File: src/rtl/tqvp_layer_compositor_if.sv
// TinyQV peripheral bus bundle for the layer compositor: register address/data plus read-back.
interface tqvp_layer_compositor_if;
    logic [5:0]  address;
    logic [31:0] data_in;
    logic [1:0]  data_write_n;
    logic [1:0]  data_read_n;
    logic [31:0] data_out;
    logic        data_ready;

    modport master (
        output address, data_in, data_write_n, data_read_n,
        input  data_out, data_ready
    );

    modport slave (
        input  address, data_in, data_write_n, data_read_n,
        output data_out, data_ready
    );
endinterface

File: src/rtl/tqvp_layer_compositor.sv
// Fixed-priority colour-keyed compositor of up to 8 background layers, with frame-start
// double-buffered scroll offsets, auto-scroll, sync delay matching and interrupts.
module tqvp_layer_compositor #(
    parameter int unsigned NUM_LAYERS = 4,
    parameter int unsigned LAYER_LAT  = 2
) (
    input  logic                       clk,
    input  logic                       rst_n,
    tqvp_layer_compositor_if.slave     bus,
    output logic                       user_interrupt,
    input  logic [10:0]                pix_x,
    input  logic [10:0]                pix_y,
    input  logic                       visible,
    input  logic                       hsync,
    input  logic                       vsync,
    output logic [NUM_LAYERS*11-1:0]   layer_x,
    output logic [NUM_LAYERS*11-1:0]   layer_y,
    input  logic [NUM_LAYERS*6-1:0]    layer_rgb,
    output logic [7:0]                 uo_out
);
    localparam int unsigned NL = NUM_LAYERS;
    localparam int unsigned DL = (LAYER_LAT == 0) ? 1 : LAYER_LAT;

    logic              en_q, vb_ie_q, err_ie_q;
    logic [NL-1:0]     mask_q, act_mask_q;
    logic              vblank_pend_q, err_pend_q;
    logic [15:0]       frame_cnt_q;
    logic [5:0]        bg_q, key_q;
    logic [31:0]       vel_q;
    logic [10:0]       scroll_x_q [NL];
    logic [10:0]       scroll_y_q [NL];
    logic [10:0]       act_x_q    [NL];
    logic [10:0]       act_y_q    [NL];
    logic              vsync_q;

    logic              wr, wr_ctrl, wr_status, frame_start;
    logic              set_err, clr_vb, clr_err;
    logic [NL-1:0]     wr_scroll;
    logic [10:0]       next_x [NL];

    logic              unused;
    assign unused = ^bus.data_read_n;

    assign bus.data_ready = 1'b1;

    // Bus decode; only full 32-bit writes are honoured
    always_comb begin
        wr        = (bus.data_write_n == 2'b10);
        wr_ctrl   = wr && (bus.address == 6'h00);
        wr_status = wr && (bus.address == 6'h04);
        set_err   = wr_ctrl && (|(bus.data_in[15:8] >> NL));
        clr_vb    = wr_status && bus.data_in[0];
        clr_err   = wr_status && bus.data_in[1];
        frame_start = vsync && !vsync_q && en_q;
        wr_scroll = '0;
        for (int i = 0; i < int'(NL); i++) begin
            wr_scroll[i] = wr && (bus.address == 6'(16 + 4 * i));
            next_x[i]    = scroll_x_q[i] + {{7{vel_q[4*i+3]}}, vel_q[4*i +: 4]};
        end
    end

    // Register file, frame-start shadow load and interrupt flag
    always_ff @(posedge clk or negedge rst_n) begin
        if (!rst_n) begin
            en_q           <= 1'b0;
            vb_ie_q        <= 1'b0;
            err_ie_q       <= 1'b0;
            mask_q         <= '0;
            act_mask_q     <= '0;
            vblank_pend_q  <= 1'b0;
            err_pend_q     <= 1'b0;
            frame_cnt_q    <= '0;
            bg_q           <= '0;
            key_q          <= '0;
            vel_q          <= '0;
            vsync_q        <= 1'b0;
            user_interrupt <= 1'b0;
            for (int i = 0; i < int'(NL); i++) begin
                scroll_x_q[i] <= '0;
                scroll_y_q[i] <= '0;
                act_x_q[i]    <= '0;
                act_y_q[i]    <= '0;
            end
        end else begin
            vsync_q <= vsync;
            if (wr_ctrl) begin
                en_q     <= bus.data_in[0];
                mask_q   <= bus.data_in[8 +: NL];
                vb_ie_q  <= bus.data_in[16];
                err_ie_q <= bus.data_in[17];
            end
            if (wr && bus.address == 6'h08) bg_q  <= bus.data_in[5:0];
            if (wr && bus.address == 6'h0C) key_q <= bus.data_in[5:0];
            if (wr && bus.address == 6'h30) vel_q <= bus.data_in;
            // Set beats clear when both land in the same cycle
            vblank_pend_q <= (vblank_pend_q && !clr_vb) || frame_start;
            err_pend_q    <= (err_pend_q && !clr_err) || set_err;
            if (frame_start) begin
                frame_cnt_q <= frame_cnt_q + 16'd1;
                act_mask_q  <= mask_q;
            end
            // A CPU write in the frame-start cycle wins the register; active takes pre-write value
            for (int i = 0; i < int'(NL); i++) begin
                if (wr_scroll[i]) begin
                    scroll_x_q[i] <= bus.data_in[10:0];
                    scroll_y_q[i] <= bus.data_in[26:16];
                end else if (frame_start) begin
                    scroll_x_q[i] <= next_x[i];
                end
                if (frame_start) begin
                    act_x_q[i] <= next_x[i];
                    act_y_q[i] <= scroll_y_q[i];
                end
            end
            user_interrupt <= (vblank_pend_q && vb_ie_q) || (err_pend_q && err_ie_q);
        end
    end

    // Register read-back
    always_comb begin
        bus.data_out = '0;
        case (bus.address)
            6'h00:   bus.data_out = {14'd0, err_ie_q, vb_ie_q, 8'(mask_q), 7'd0, en_q};
            6'h04:   bus.data_out = {frame_cnt_q, 14'd0, err_pend_q, vblank_pend_q};
            6'h08:   bus.data_out = {26'd0, bg_q};
            6'h0C:   bus.data_out = {26'd0, key_q};
            6'h30:   bus.data_out = vel_q;
            default: bus.data_out = '0;
        endcase
        for (int i = 0; i < int'(NL); i++) begin
            if (bus.address == 6'(16 + 4 * i))
                bus.data_out = {5'd0, scroll_y_q[i], 5'd0, scroll_x_q[i]};
        end
    end

    // Scrolled coordinates handed to the layer generators
    always_comb begin
        layer_x = '0;
        layer_y = '0;
        for (int i = 0; i < int'(NL); i++) begin
            layer_x[11*i +: 11] = pix_x + act_x_q[i];
            layer_y[11*i +: 11] = pix_y + act_y_q[i];
        end
    end

    logic [2:0] sync_d [DL];
    logic [2:0] aligned;
    logic [5:0] pix_c;

    // visible/hsync/vsync delay line matching layer latency
    always_ff @(posedge clk or negedge rst_n) begin
        if (!rst_n) begin
            for (int k = 0; k < int'(DL); k++) sync_d[k] <= '0;
        end else begin
            sync_d[0] <= {visible, hsync, vsync};
            for (int k = 1; k < int'(DL); k++) sync_d[k] <= sync_d[k-1];
        end
    end

    assign aligned = (LAYER_LAT == 0) ? {visible, hsync, vsync} : sync_d[DL-1];

    // Lowest-index opaque layer wins; scan from lowest priority upward
    always_comb begin
        pix_c = bg_q;
        for (int i = int'(NL) - 1; i >= 0; i--) begin
            if (act_mask_q[i] && (layer_rgb[6*i +: 6] != key_q))
                pix_c = layer_rgb[6*i +: 6];
        end
    end

    always_ff @(posedge clk or negedge rst_n) begin
        if (!rst_n)
            uo_out <= '0;
        else if (!en_q)
            uo_out <= '0;
        else
            uo_out <= {aligned[0], aligned[1], aligned[2] ? pix_c : 6'd0};
    end
endmodule

File: src/flat_wrapper.sv
// flat-port wrapper written by rule: the top's interface ports become plain ports
module tqvp_layer_compositor_flat 
#(
    parameter int unsigned NUM_LAYERS = 4,
    parameter int unsigned LAYER_LAT  = 2
)
  (clk, rst_n, user_interrupt, pix_x, pix_y, visible, hsync, vsync, layer_x, layer_y, layer_rgb, uo_out, bus_address, bus_data_in, bus_data_write_n, bus_data_read_n, bus_data_out, bus_data_ready);
  tqvp_layer_compositor_if bus_i ();
  input  logic clk;
  input  logic rst_n;
  output logic user_interrupt;
  input  logic [10:0] pix_x;
  input  logic [10:0] pix_y;
  input  logic visible;
  input  logic hsync;
  input  logic vsync;
  output logic [NUM_LAYERS*11-1:0] layer_x;
  output logic [NUM_LAYERS*11-1:0] layer_y;
  input  logic [NUM_LAYERS*6-1:0] layer_rgb;
  output logic [7:0] uo_out;
  input wire logic [$bits(bus_i.address)-1:0] bus_address;
  input wire logic [$bits(bus_i.data_in)-1:0] bus_data_in;
  input wire logic [$bits(bus_i.data_write_n)-1:0] bus_data_write_n;
  input wire logic [$bits(bus_i.data_read_n)-1:0] bus_data_read_n;
  output wire logic [$bits(bus_i.data_out)-1:0] bus_data_out;
  output wire logic [$bits(bus_i.data_ready)-1:0] bus_data_ready;
  assign bus_i.address = bus_address;
  assign bus_i.data_in = bus_data_in;
  assign bus_i.data_write_n = bus_data_write_n;
  assign bus_i.data_read_n = bus_data_read_n;
  assign bus_data_out = bus_i.data_out;
  assign bus_data_ready = bus_i.data_ready;
  tqvp_layer_compositor #(.NUM_LAYERS(NUM_LAYERS), .LAYER_LAT(LAYER_LAT)) u_core (.clk(clk), .rst_n(rst_n), .bus(bus_i), .user_interrupt(user_interrupt), .pix_x(pix_x), .pix_y(pix_y), .visible(visible), .hsync(hsync), .vsync(vsync), .layer_x(layer_x), .layer_y(layer_y), .layer_rgb(layer_rgb), .uo_out(uo_out));
endmodule
File: config.mk
export PLATFORM = sky130hd
export DESIGN_NAME = tqvp_layer_compositor_flat
export DESIGN_NICKNAME = d
export VERILOG_FILES = /design/src/rtl/tqvp_layer_compositor_if.sv /design/src/rtl/tqvp_layer_compositor.sv /design/src/flat_wrapper.sv
export SDC_FILE = /design/constraint.sdc
export NUM_CORES = 1
export LEC_CHECK = 0
export BUFFER_PORTS_ARGS = -buffer_cell sky130_fd_sc_hd__buf_2
export CORE_ASPECT_RATIO = 1.1
export CORE_UTILIZATION = 59
export CTS_CLUSTER_SIZE = 24
export DETAILED_ROUTE_END_ITERATION = 10
export GPL_TIMING_DRIVEN = 0
export PLACE_DENSITY = 0.89
export SLEW_MARGIN = 10
export SYNTH_ARGS = -nofsm -noshare
export SYNTH_HDL_FRONTEND = slang
export SYNTH_SLANG_ARGS = --single-unit
export TNS_END_PERCENT = 1
File: constraint.sdc
create_clock -name clk -period 4.3 [get_ports clk]
set_input_delay 0.86 -clock clk [delete_from_list [all_inputs] [get_ports clk]]
set_output_delay 0.86 -clock clk [all_outputs]
set_load 0.1 [all_outputs]
Word level (Yosys, flattened, before mapping)
Index checks and enable logic that the tools add are counted.
{"block": "op_classes", "n_addsub": 13, "eq_ne": 13, "n_mux": 19, "n_reduce_logical": 34}
{"cell": "$pmux 32 s5", "n": 1}
{"cell": "$add 11x11->11", "n": 12}
{"cell": "$mux 32", "n": 4}
{"cell": "$mux 11", "n": 8}
{"cell": "$mux 6", "n": 5}
{"cell": "$eq 6x5->1 const B", "n": 4}
{"cell": "$ne 6x6->1", "n": 4}
{"cell": "$logic_and 1x1->1", "n": 22}
{"cell": "$add 16x1->16 const B", "n": 1}
{"cell": "$eq 6x4->1 const B", "n": 2}
{"cell": "$mux 8", "n": 1}
{"cell": "$reduce_bool 2->1", "n": 4}
{"cell": "$eq 6x3->1 const B", "n": 1}
{"cell": "$eq 6x6->1 const B", "n": 1}
{"cell": "$logic_not 6->1", "n": 1}
{"cell": "$reduce_or 4->1", "n": 1}
{"cell": "$logic_not 1->1", "n": 3}
{"cell": "$logic_or 1x1->1", "n": 3}
{"cell": "$eq 2x2->1 const B", "n": 1}
{"block": "totals", "ff_bits": 265, "wordCells": 111}

Logic depth before layout (Yosys ltp)
Gate-level depths: netlist of run 1.
{"block": "depth", "ltp_word": 8, "depth_mapped": 9}

Worst setup path after synthesis of run 1
Ideal clock, no wire load.
{"block": "synth_path", "path_type": "input to output", "from": "in bus_address[1]", "to": "out bus_data_out[20]", "t_arrival_ns": 3.678, "required_ns": 3.440, "path_slack_ns": -0.238, "cell_stages": 6, "path_cell_list": "or4_1 buf_6 nor3b_4 buf_6 a222oi_1 a31oi_1"}
{"block": "synth_via", "elab_chain_len": 6}
{"element": "start: declaration", "line": "flat_wrapper.sv:21", "text": "input wire logic [$bits(bus_i.address)-1:0] bus_address;"}
{"element": "$eq 6x6->1 (tied with other cells)", "line": "tqvp_layer_compositor.sv:122", "text": "case (bus.address)"}
{"element": "$pmux 32 s5", "line": "tqvp_layer_compositor.sv:122"}
{"element": "$mux 32 (3 in series)", "line": "tqvp_layer_compositor.sv:131", "text": "if (bus.address == 6'(16 + 4 * i))"}
{"element": "$mux 32 (*)", "line": "tqvp_layer_compositor.sv:131"}
{"element": "end: declaration", "line": "flat_wrapper.sv:25", "text": "output wire logic [$bits(bus_i.data_out)-1:0] bus_data_out;"}
Mark *: on every way between the ends. The rest lies on a longest branch, timed or not.

Final worst setup path of run 1
{"block": "layout_path", "from": "in pix_y[0]", "to": "out layer_y[43]"}
{"block": "layout_via", "elab_chain_len": 1}
{"element": "start: declaration", "line": "flat_wrapper.sv:13", "text": "input logic [10:0] pix_y;"}
{"element": "$add 11x11->11", "line": "tqvp_layer_compositor.sv:142", "text": "layer_y[11*i +: 11] = pix_y + act_y_q[i];"}
{"element": "end: declaration", "line": "flat_wrapper.sv:18", "text": "output logic [NUM_LAYERS*11-1:0] layer_y;"}
Every way passes these cells.

==> results.json, run 1 <==
{
  "r2r_start": "u_core.en_q",
  "crit_path_start_kind": "input port",
  "path_cells": "buf_2 -> ha_1 -> fa_1 -> a21o_1 -> a21oi_2 -> o21ai_0 -> or4_1 -> a2111o_1 -> o211a_1 -> buf_4",
  "drc": 0,
  "dp.cells": 2410,
  "clock-skew-final_ns": 0.0164,
  "cpPeakStageDelay_ns": 0.47,
  "viasPerCell": 6.36,
  "hold_viol": 0,
  "antenna_found_initial": 3,
  "ys_seq_elements": 264,
  "area_growth_pct": 16.6,
  "final_antenna_net_count": 0,
  "post-place-ws_ns": -0.104,
  "hp-class": "in -> async",
  "cts_num_sinks": 264,
  "power_uw": 10500,
  "vias": 15700,
  "slew-limit-headroom_pct": 32.6,
  "seqPwrFrac_pct": 30.3,
  "wl_per_cell_um": 21.2,
  "multi_input_area_sq_um": 9630,
  "drv_slew": 0,
  "cts_buffers": 28,
  "first_pass_iters": 10,
  "worst_pin_slew_ns": 1.01,
  "cp.arrival_ns": 3.40,
  "io_pins": 223,
  "reg2reg_slack_ns": 1.12,
  "clock.fmax_mhz": 235,
  "yosys.cell_types.count": 69,
  "gp_congestion": 1.01,
  "mostFrequentLayoutCell": "nand2_1",
  "coreArea_sq_um": 27200,
  "maxCapViolCount": 0,
  "cts_tree": "done",
  "synth_edf_count": 0,
  "layout_setup_ws_ns": 0.0429,
  "initial_utilization_pct": 60.7,
  "cts_root_buffer": "clkbuf_16",
  "syn_inst": 1833,
  "p_switching_uw": 4830,
  "switching_share_pct": 45.9,
  "fin_cells": 2462,
  "combinationalPowerShare_pct": 44.2,
  "clk_latency_ns": 0.55,
  "nNetsFinal": 2310,
  "ff2ff_path_depth": 6,
  "utilization_pct": 70.8,
  "rsz0062_at_grt": "true",
  "cp.required_ns": 3.44,
  "avgSynthCellArea_sq_um": 9.01,
  "path_class": "in -> out",
  "yosysWarnings": 0,
  "die_area_sq_um": 28700,
  "critPathSlowestCell": "or4_1",
  "crit-reg2reg-capture": "u_core.scroll_x_q[28]",
  "synth_top_flop_cell": "dfrtp_1",
  "worstSetupEndpointType": "primary output",
  "layout_common_cells": "485 x nand2_1, 264 x dfrtp_1, 209 x buf_2, 137 x nor2_1, 121 x ha_1",
  "setup_viol": 0,
  "p_leak_uw": 0.0100,
  "drt_iter0_markers": 1696,
  "clk_pin_slew_ns": 0.06,
  "grt_use_total_pct": 36.6,
  "grt_max_degree": 99,
  "finalCritPeriodShare_pct": 99.0,
  "critical_path.max_fanout": 4,
  "cts_max_path_buffers": 3,
  "htree_levels": 1,
  "n_fill_cell": 2021,
  "yosysSeqAreaShare_pct": 40.0,
  "routed_wl_um": 52100,
  "fp.dieW_um": 162,
  "power.density_nw_per_um2": 547,
  "tns_ns": 0,
  "grt-ovfl-total": 0,
  "die_h_um": 177,
  "grt_pass1_wl_um": 81600,
  "seq_area_sq_um": 6610,
  "num_rows": 63,
  "min_period_ns": 4.26,
  "vdd_drop_max_mv": 0.787,
  "syn-num-nets": 2059,
  "drive_gt1_share_pct": 17.3,
  "p_int_uw": 5690,
  "synthesis.area_sq_um": 16500,
  "hpwl_um": 39300,
  "outcome": "completed",
  "io_buffers": 218,
  "clock_power_share_pct": 25.5,
  "synthArstFlopShare_pct": 100,
  "grt_pass1_vias": 15300
}
-- critical path, delay by kind of cell --
kind	cells	cell delay (ns)
compound gates	5	1.06
buf+inv	2	0.36
fa+ha+maj	2	0.65
simple gates	1	0.47
-- logic make-up (layout without fill, tap and decap cells) --
family / count (synthesis) / in the layout / synth area share [%]
simple gates: 792 / 792 / 20.6
compound gates: 364 / 364 / 15.2
flops: 264 / 264 / 40.0
xor+xnor: 144 / 144 / 7.64
fa+ha+maj: 133 / 133 / 10.6
buf+inv: 76 / 345 / 1.93
mux: 59 / 59 / 3.97
other cells: 1 / 4 / 0.0227
-- routing by layer --
layer	vias to the layer above	global-route usage, %	share of wire [%]
met2	992	58.8	46
met4	2	15.5	4.5
li1	7016	-	-
met1	7453	47.6	39
met3	199	7.99	11
met5	-	2.45	0.17
-- what timing repair did --
action	4_1_cts	5_1_grt
hold buffers	0	0
pin swaps	0	1
resized for setup	15	16
endpoints found under the setup margin	22	28
buffers inserted	0	1
-- through the flow --
stage	hold WS, ns	area (sq um)
6_report	0.279	19200
5_1_grt	0.340	19200
4_1_cts	0.311	19200
3_5_place_dp	0.335	18100
3_3_place_gp	0.331	18100
2_1_floorplan	0.331	16500
-- Yosys cell counts (10+ instances only) --
library cell | n | share of area, %
o211ai_1 | 11 | 0.50
buf_1 | 11 | 0.25
xnor2_1 | 110 | 5.8
a222oi_1 | 21 | 1.3
a22oi_1 | 18 | 0.82
a31oi_1 | 31 | 1.2
or4_1 | 11 | 0.50
nand3_1 | 33 | 1.0
dfrtp_1 | 264 | 40
a21oi_1 | 83 | 2.5
clkbuf_1 | 49 | 1.1
fa_1 | 12 | 1.5
o21ai_0 | 64 | 1.9
nand2_1 | 485 | 11
nor2b_1 | 10 | 0.38
ha_1 | 121 | 9.2
mux2_2 | 50 | 3.4
and3_1 | 13 | 0.49
nor4_1 | 18 | 0.68
nor3_1 | 41 | 1.2
a2111oi_0 | 12 | 0.64
nor2_1 | 137 | 3.1
a211oi_1 | 11 | 0.50
xor2_1 | 34 | 1.8
a21o_1 | 32 | 1.5
-- flip-flops by register name, summed over array words and instances (netlist names) --
signal / count
u_core.mask_q: 4
u_core.err_ie_q: 1
u_core.frame_cnt_q: 16
u_core.user_interrupt: 1
u_core.aligned: 3
u_core.sync_d: 3
u_core.err_pend_q: 1
u_core.act_mask_q: 4
u_core.act_x_q: 44
u_core.uo_out: 8
u_core.scroll_x_q: 44
u_core.act_y_q: 44
u_core.en_q: 1
u_core.bg_q: 6
u_core.scroll_y_q: 44
u_core.vel_q: 32
u_core.key_q: 6
u_core.vb_ie_q: 1
u_core.vblank_pend_q: 1
-- layout make-up --
class	count	share of cell area, %
multi-input combinational	1493	50.0
clock buffer	41	4.47
sequential	264	34.3
clock inverter	7	0.845
tap	357	2.32
timing repair buffer	221	6.32
antenna	3	0.0390
inverter	3	0.0585
buffer	73	1.61
-- power by group through the flow --
stage	clock network (uW)	registers [uW]	logic, uW
after floorplan	0	3100	3800
after global placement	0	3190	4430
after detailed placement	0	3210	4550
after CTS	2680	3170	4600
after global routing	2780	3220	4910
final	2680	3190	4650
-- worst max-delay path by stage --
stage / startpoint / to / slack (ns) / cells after the start
finish: pix_y[0] / layer_y[43] / 0.04 / 10
global placement: rst_n / u_core.act_x_q[35] / -2.29 / 1
detailed placement: bus_address[1] / bus_data_out[11] / -0.10 / 8
global route: pix_x[0] / layer_x[32] / -0.07 / 10
floorplan: bus_address[1] / bus_data_out[23] / -0.24 / 6
CTS: pix_y[0] / layer_y[32] / -0.03 / 10
No activity file was read; power rests on OpenSTA's default activity.
==> run 2, diff against run 1 <==
BUFFER_PORTS_ARGS = -buffer_cell sky130_fd_sc_hd__buf_4   (was -buffer_cell sky130_fd_sc_hd__buf_2)
==> run 2 against run 1 <==
  * The run now ends with negative setup slack left
  * Register-to-register slack better by 0.05 ns
  * Clock power down 11%
  * Clock-buffer cell count up 1
  * Maximum frequency down 1.7%
  * Clock skew up 0.0077 ns
  * Total power down 1.0%
  * Sequential share of layout area down 0.62 points
  * Largest power group unchanged
==> results.json, run 2 (same netlist as run 1, synthesis figures left out) <==
{
  "path_class": "in -> out",
  "n_fill_cell": 2068,
  "p_leak_uw": 0.0101,
  "min_period_ns": 4.33,
  "drt_iter0_markers": 1790,
  "cp-startpoint": "bus_address[1]",
  "drv_slew": 0,
  "grt_max_degree": 113,
  "grt_pass1_vias": 15400,
  "ff2ff_path_depth": 6,
  "fin_cells": 2457,
  "setup_viol": 3,
  "clock-skew-final_ns": 0.0241,
  "rsz0062_at_grt": "true",
  "initial_utilization_pct": 60.7,
  "mostFrequentLayoutCell": "nand2_1",
  "crit_cells": 10,
  "cts_max_path_buffers": 3,
  "viasPerCell": 6.35,
  "critPathSlowestCell": "clkbuf_1",
  "hold_viol": 0,
  "gp_congestion": 0.998,
  "diodes": 0,
  "worstSetupEndpointType": "primary output",
  "slew-limit-headroom_pct": 35.4,
  "io_buffers": 218,
  "worst_pin_slew_ns": 0.968,
  "grt-ovfl-total": 0,
  "clk_latency_ns": 0.56,
  "final_antenna_net_count": 0,
  "path_delay_family": "buffers and inverters",
  "path_buf_inv": 4,
  "cts_num_sinks": 264,
  "drive_gt1_share_pct": 17.1,
  "critical_path.max_fanout": 10,
  "io_pins": 223,
  "die_h_um": 177,
  "post-place-ws_ns": -0.00403,
  "nNetsFinal": 2308,
  "htree_levels": 1,
  "cp.required_ns": 3.44,
  "first_pass_iters": 8,
  "clk_pin_slew_ns": 0.06,
  "cts_buffers": 27,
  "power.density_nw_per_um2": 531,
  "cts_hold_buf": 0,
  "crit-reg2reg-capture": "u_core.scroll_x_q[28]",
  "finalCritPeriodShare_pct": 101,
  "cts_root_buffer": "clkbuf_16",
  "reg2reg_slack_ns": 1.17,
  "final_area_sq_um": 19600,
  "dp.cells": 2410,
  "outcome": "finished, violations left",
  "grt_pass1_wl_um": 81900,
  "hpwl_um": 40200,
  "vias": 15600,
  "r2r_start": "u_core.en_q",
  "placed_cell_area_sq_um": 18700,
  "area_growth_pct": 18.7,
  "coreArea_sq_um": 27200,
  "routed_wl_um": 53000,
  "wl_per_cell_um": 21.6,
  "cpPeakStageDelay_ns": 0.51,
  "num_rows": 63,
  "vdd_drop_max_mv": 0.778,
  "drc": 0,
  "cts_tree": "done",
  "grt_use_total_pct": 37.0,
  "die_area_sq_um": 28700,
  "fp.dieW_um": 162,
  "path_cells": "buf_4 -> nor4_1 -> and3_1 -> clkbuf_1 -> clkbuf_1 -> a222oi_1 -> nand2_1 -> mux2i_1 -> a21oi_1 -> buf_4",
  "layout_common_cells": "485 x nand2_1, 264 x dfrtp_1, 217 x buf_4, 137 x nor2_1, 121 x ha_1",
  "antenna_found_initial": 0,
  "cp.arrival_ns": 3.47,
  "critPathCapture": "bus_data_out[0]",
  "clock.fmax_mhz": 231,
  "layout_setup_ws_ns": -0.0300,
  "crit_path_start_kind": "input port",
  "maxCapViolCount": 0,
  "hp-class": "in -> async",
  "violations": "negative setup slack"
}
## run 2: cell count changes in the layout (fill, tap and decap cells not counted), moves of 2 or more
cell / delta
clkbuf_8: +2
diode_2: -3
clkbuf_16: -2
buf_4: +207
buf_2: -202
clkbuf_4: -4
clkbuf_1: +2
buf_6: -2
bufinv_16: -4
## run 2: area by class of cell
class                           instances  area [sq um]  area share, %
Buffer                                 73           309           1.58
Clock buffer                           42           842           4.30
Clock inverter                          5          56.3          0.287
Inverter                                3          11.3         0.0574
Multi-Input combinational cell       1493          9630           49.1
Sequential cell                       264          6610           33.7
Tap cell                              357           447           2.28
Timing Repair Buffer                  220          1710           8.71
## run 2: timing repair
item | 4_1_cts | 5_1_grt
pin swaps | 0 | 1
setup buffers | 0 | 0
setup endpoints to repair | 2 | 23
gates resized for setup | 2 | 13
## run 2: per-layer routing
layer / global-route usage (%) / vias to the layer above / wire, um
met3: 8.60 / 166 / 6050
met2: 57.6 / 964 / 24000
met5: 1.57 / - / 65
li1: - / 7003 / -
met1: 48.2 / 7478 / 20300
met4: 18.8 / 2 / 2510
## run 2: per-stage QoR
stage,total power [uW],TNS [ns],hold slack (ns),util [%]
after floorplan,6900,-1.56,0.331,-
after global placement,7850,0,0.333,68.4
after detailed placement,7990,-0.00403,0.335,68.6
after CTS,10400,0,0.300,72.0
after global routing,10800,-0.156,0.314,72.1
final,10400,-0.0633,0.281,72.1
## run 2: worst register-to-register path: cells and delay by family (launching register included)
family	cells	cell delay (ns)
AOI/OAI and AO/OA	1	0.19
buffers and inverters	3	1.99
DFF	1	0.47
and+or+nand+nor	2	0.42
## run 2: report_power, final
part	total [uW]	internal [uW]	switching [uW]
Combinational	4840	1350	3500
Sequential	3190	2830	355
Clock	2380	1400	986
## run 2: worst min path at each step
stage | startpoint | endpoint | slack, ns | cells past startpoint
after global placement | u_core.sync_d[5] | u_core.aligned[2] | 0.33 | 0
after detailed placement | u_core.sync_d[4] | u_core.aligned[1] | 0.33 | 0
after floorplan | u_core.sync_d[4] | u_core.aligned[1] | 0.33 | 0
after global routing | rst_n | u_core.act_y_q[20] | 0.31 | 1
after CTS | rst_n | u_core.act_y_q[20] | 0.30 | 1
final | rst_n | u_core.act_y_q[20] | 0.28 | 1
